File: config.mk
export PLATFORM = sky130hd
export DESIGN_NAME = sync_fifo_param
export DESIGN_NICKNAME = d
export VERILOG_FILES = /design/src/rtl/sync_fifo_param.sv
export SDC_FILE = /design/constraint.sdc
export NUM_CORES = 1
export LEC_CHECK = 0
export BUFFER_PORTS_ARGS = -buffer_cell sky130_fd_sc_hd__buf_2
export CAP_MARGIN = 5
export CORE_MARGIN = 2
export CORE_UTILIZATION = 60
export CTS_CLUSTER_DIAMETER = 50
export DETAILED_ROUTE_END_ITERATION = 6
export GPL_ROUTABILITY_DRIVEN = 0
export GPL_TIMING_DRIVEN = 0
export PLACE_DENSITY_LB_ADDON = 0.12
export SYNTH_ARGS = -nofsm -noshare
export SYNTH_HDL_FRONTEND = slang
export SYNTH_SLANG_ARGS = --single-unit
File: constraint.sdc
create_clock -name clk -period 2.95 [get_ports clk]
set_input_delay 0.295 -clock clk [delete_from_list [all_inputs] [get_ports clk]]
set_output_delay 0.295 -clock clk [all_outputs]
set_load 0.05 [all_outputs]
File: src/rtl/sync_fifo_param.sv
// Single-clock parametrised FIFO with programmable almost thresholds and a
// standard or first-word-fall-through read mode. Define SYNC_FIFO_ERR_FLAGS_EN for sticky overflow/underflow flags.
module sync_fifo_param #(
    parameter int DATA_WIDTH = 8,
    parameter int DEPTH      = 16,
    parameter int AF_LEVEL   = DEPTH - 2,
    parameter int AE_LEVEL   = 2,
    parameter int FWFT       = 0
) (
    input  logic                         clk,
    input  logic                         rst,
    input  logic                         wr,
    input  logic [DATA_WIDTH-1:0]        data,
    input  logic                         rd,
    output logic [DATA_WIDTH-1:0]        q,
    output logic                         full,
    output logic                         almost_full,
    output logic                         mty,
    output logic                         almost_mty,
    output logic [$clog2(DEPTH+1)-1:0]   count
`ifdef SYNC_FIFO_ERR_FLAGS_EN
    ,
    input  logic                         err_clr,
    output logic                         overflow,
    output logic                         underflow
`endif
);

    localparam int AW = $clog2(DEPTH);
    localparam int CW = $clog2(DEPTH+1);

    logic [DATA_WIDTH-1:0] mem [DEPTH];
    logic [AW-1:0]         wr_ptr;
    logic [AW-1:0]         rd_ptr;
    logic [CW-1:0]         next_count;
    logic                  wr_acc;
    logic                  rd_acc;

    // full is checked before the read, so a full FIFO drops a write even when a read pops.
    assign wr_acc = wr & ~full;
    assign rd_acc = rd & ~mty;

    always_comb begin
        next_count = count;
        if (wr_acc && !rd_acc)
            next_count = count + CW'(1);
        else if (!wr_acc && rd_acc)
            next_count = count - CW'(1);
    end

    // NOTE: storage has no reset; count and the pointers alone define what is valid.
    always_ff @(posedge clk) begin
        if (wr_acc)
            mem[wr_ptr] <= data;
    end

    // NOTE: sequential state uses non-blocking assignments so every register samples pre-edge values.
    always_ff @(posedge clk or posedge rst) begin
        if (rst) begin
            wr_ptr      <= '0;
            rd_ptr      <= '0;
            count       <= '0;
            full        <= 1'b0;
            almost_full <= 1'b0;
            mty         <= 1'b1;
            almost_mty  <= 1'b1;
        end else begin
            if (wr_acc)
                wr_ptr <= wr_ptr + AW'(1);
            if (rd_acc)
                rd_ptr <= rd_ptr + AW'(1);
            count       <= next_count;
            full        <= (next_count == CW'(DEPTH));
            almost_full <= (next_count >= CW'(AF_LEVEL));
            mty         <= (next_count == '0);
            almost_mty  <= (next_count <= CW'(AE_LEVEL));
        end
    end

    generate
        if (FWFT != 0) begin : g_fwft
            // Head entry is presented directly; rd only acknowledges it.
            assign q = mem[rd_ptr];
        end else begin : g_std
            logic [DATA_WIDTH-1:0] q_reg;

            always_ff @(posedge clk or posedge rst) begin
                if (rst)
                    q_reg <= '0;
                else if (rd_acc)
                    q_reg <= mem[rd_ptr];
            end

            assign q = q_reg;
        end
    endgenerate

`ifdef SYNC_FIFO_ERR_FLAGS_EN
    // A set on the same edge as err_clr takes priority.
    always_ff @(posedge clk or posedge rst) begin
        if (rst) begin
            overflow  <= 1'b0;
            underflow <= 1'b0;
        end else begin
            if (wr && full)
                overflow <= 1'b1;
            else if (err_clr)
                overflow <= 1'b0;

            if (rd && mty)
                underflow <= 1'b1;
            else if (err_clr)
                underflow <= 1'b0;
        end
    end
`endif

endmodule

==> impl_metrics.py <==
metrics = {
    "finish": {
        "layout-drive-gt1-share_pct": 27.8,
        "finalInstanceArea_um2": 6950,
        "largest_reg_flops": 128,
        "nets": 392,
        "syn2layout_area_growth_pct": 13.7,
        "final_util_pct": 70.8,
        "n_antenna_cell": 0,
    },
    "pwr": {
        "irDropWorstVdd_v": 0.000557,
        "power.static_leakage_nw": 2.43,
        "power_density_nw_per_um2": 1040,
    },
    "floorplan": {
        "coreArea_um2": 9820,
        "die_area_um2": 11000,
        "rows": 36,
        "ios": 29,
        "initial_core_util_pct": 62.3,
        "fp.dieH_um": 105,
        "fp.dieW_um": 105,
    },
    "logic_synthesis": {
        "avgSynthCellArea_um2": 18.8,
        "synth_top_area_share_pct": 62.9,
        "syn_area_um2": 6110,
        "synth_largest_area_cell": "edfxtp_1",
        "netlist_instances": 326,
        "syn-num-nets": 345,
        "ys_ff_latch": 153,
        "synth-seq-area-share_pct": 73.1,
        "async_flop_share_pct": 16.3,
        "synth_flop_cell": "edfxtp_1",
        "synth_cell_type_count": 36,
        "synth_edf_count": 128,
        "yosysWarnings": 0,
        "synth_area_leaders": "edfxtp_1 (63%), mux4_2 (11%), dfrtp_1 (9.4%)",
    },
    "clocking": {
        "cts_root_buf": "clkbuf_8",
        "hold_buffers": 0,
        "clk_pin_slew_worst_paths_ps": 60,
        "cts_buffer_depth": 2,
        "clk_latency_ps": 520,
        "postCtsSetupBuffers": 0,
        "ctsResizeCount": 0,
        "cts_buffers": 17,
        "htreeDepth": 4,
        "numClockSinks": 153,
        "cts_tree": "yes",
    },
    "job": {
        "cap_violations": 0,
    },
    "timing": {
        "period_minus_slack_ps": 2050,
        "rsz0062_at_grt": "no",
        "maxSlewHeadroom_pct": 32.9,
        "skew_ps": 8.92,
        "hold_viol_final": 0,
        "finalWorstSetupSlack_ps": 899,
        "fmax_mhz": 488,
        "worstMarginPinSlew_ps": 1010,
        "final-setup-viol-count": 0,
        "slew_violations": 0,
        "fin_setup_tns_ps": 0,
        "fin_crit_sh_pct": 69.5,
    },
    "drt": {
        "wirelength_mm": 11.8,
        "drt-initial-drc-count": 224,
        "drc": 0,
        "wire_per_inst_um": 22.8,
        "vias": 3081,
        "drtPass1Iterations": 4,
        "antenna_left": 0,
        "vias_per_cell": 5.95,
    },
    "worst_setup_path": {
        "worstPathArrival_ps": 2420,
        "path_class": "reg -> reg",
        "setup.worst_path.start_class": "flip-flop",
        "endpoint_kind": "flip-flop",
        "critPathLaunch": "rd_ptr[2]",
        "rr_startpoint": "rd_ptr[2]",
        "cp_max_fo": 10,
        "required_ps": 3320,
        "rrSetupSlack_ps": 900,
    },
    "place": {
        "dp_hpwl_mm": 7.59,
        "numPortBuffers": 28,
        "place_area_um2": 6420,
        "dp_worst_setup_slack_ps": 867,
    },
    "global_route": {
        "grt_pass1_vias": 3206,
        "grt_max_degree": 26,
        "grt_util_all_layers_pct": 23.6,
        "grt_pass1_wl_mm": 18.4,
        "antenna_found_initial": 0,
        "grt_overflow_total": 0,
    },
    "hold_path": {
        "hold_path.class": "in -> async",
    },
    "outcome": {
        "status": "completed",
    },
}
## synth_stat cells, drive strengths merged, types with 2 or more instances
| cell | instances |
|---|---|
| a2111oi | 3 |
| nand3 | 4 |
| nor2b | 6 |
| o22ai | 7 |
| dfrtp | 23 |
| and2 | 16 |
| inv | 6 |
| a211oi | 2 |
| buf | 13 |
| mux2i | 8 |
| o21ai | 4 |
| nand2b | 3 |
| xor2 | 2 |
| a21oi | 10 |
| nand4 | 2 |
| mux2 | 8 |
| edfxtp | 128 |
| dfstp | 2 |
| mux4 | 30 |
| ha | 7 |
| nor2 | 9 |
| nor4 | 3 |
| nand2 | 12 |
| xnor2 | 8 |
| clkbuf | 2 |
## metrics by stage
step                hold WS [ps]  power (W)  std cells
finish                      3.24    0.00725        518
global route                68.6    0.00758        518
CTS                         17.2    0.00730        518
detailed placement           513    0.00532        487
global placement             506    0.00525        487
floorplan                    321    0.00468        326
## worst paths after layout
kind | end | cells past startpoint
setup / recovery | q[7] | 6
hold reg to reg | q[5] | 2
max in group asynchronous | q[7] | 2
hold / removal | rd_ptr[1] | 2
min in group clk | mem[8][4] | 1
setup reg to reg | q[7] | 6
## cell families after synthesis
logic type | Yosys count | synth area share, %
flip-flops | 153 | 73.1
buffers and inverters | 21 | 1.96
adder cells (fa/ha/maj) | 7 | 1.43
AND/OR/NAND/NOR | 60 | 5.20
XOR/XNOR | 10 | 1.43
AO/OA/AOI/OAI | 29 | 2.99
multiplexers | 46 | 13.8
## critical path, stage by stage (launching register included)
cell      delay (ps)
dfrtp_1          320
clkbuf_1         370
buf_2            380
mux4_2           360
mux2_2           280
o22ai_1          120
a21oi_1           70
## final cells by class
class / instances / area, um2
plain buffers: 15 / 97.6
clock buffers: 21 / 429
clock inverters: 10 / 104
fillers: 638 / 2870
inverters: 6 / 22.5
multi-input cells: 152 / 1520
flip-flops and latches: 153 / 4470
well taps: 133 / 166
repair buffers: 28 / 140
## power by group
part           internal [W]  total [W]  leakage [nW]  switching [W]
sequential          0.00270    0.00290          1.45       0.000198
combinational      0.000942    0.00236         0.727        0.00142
clock               0.00119    0.00198         0.260       0.000798
## cell usage in the layout (no fill, tap or decap), types with 9 or more instances in the layout
cell / netlist / final
nor2_1: 9 / 9
edfxtp_1: 128 / 128
dfrtp_1: 23 / 23
buf_2: 9 / 37
a21oi_1: 10 / 10
clkbuf_16: 0 / 16
mux4_2: 30 / 30
nand2_1: 12 / 12
and2_1: 16 / 16
## metal layers
| metal | GRT usage (%) | wire, um | vias to the layer above |
|---|---|---|---|
| met5 | 0 | 0 | - |
| met4 | 8.00 | 111 | 0 |
| met3 | 5.43 | 734 | 17 |
| met2 | 39.4 | 6230 | 114 |
| met1 | 31.1 | 4760 | 1568 |
| li1 | - | - | 1382 |
Power figures use the tool's default switching activity.
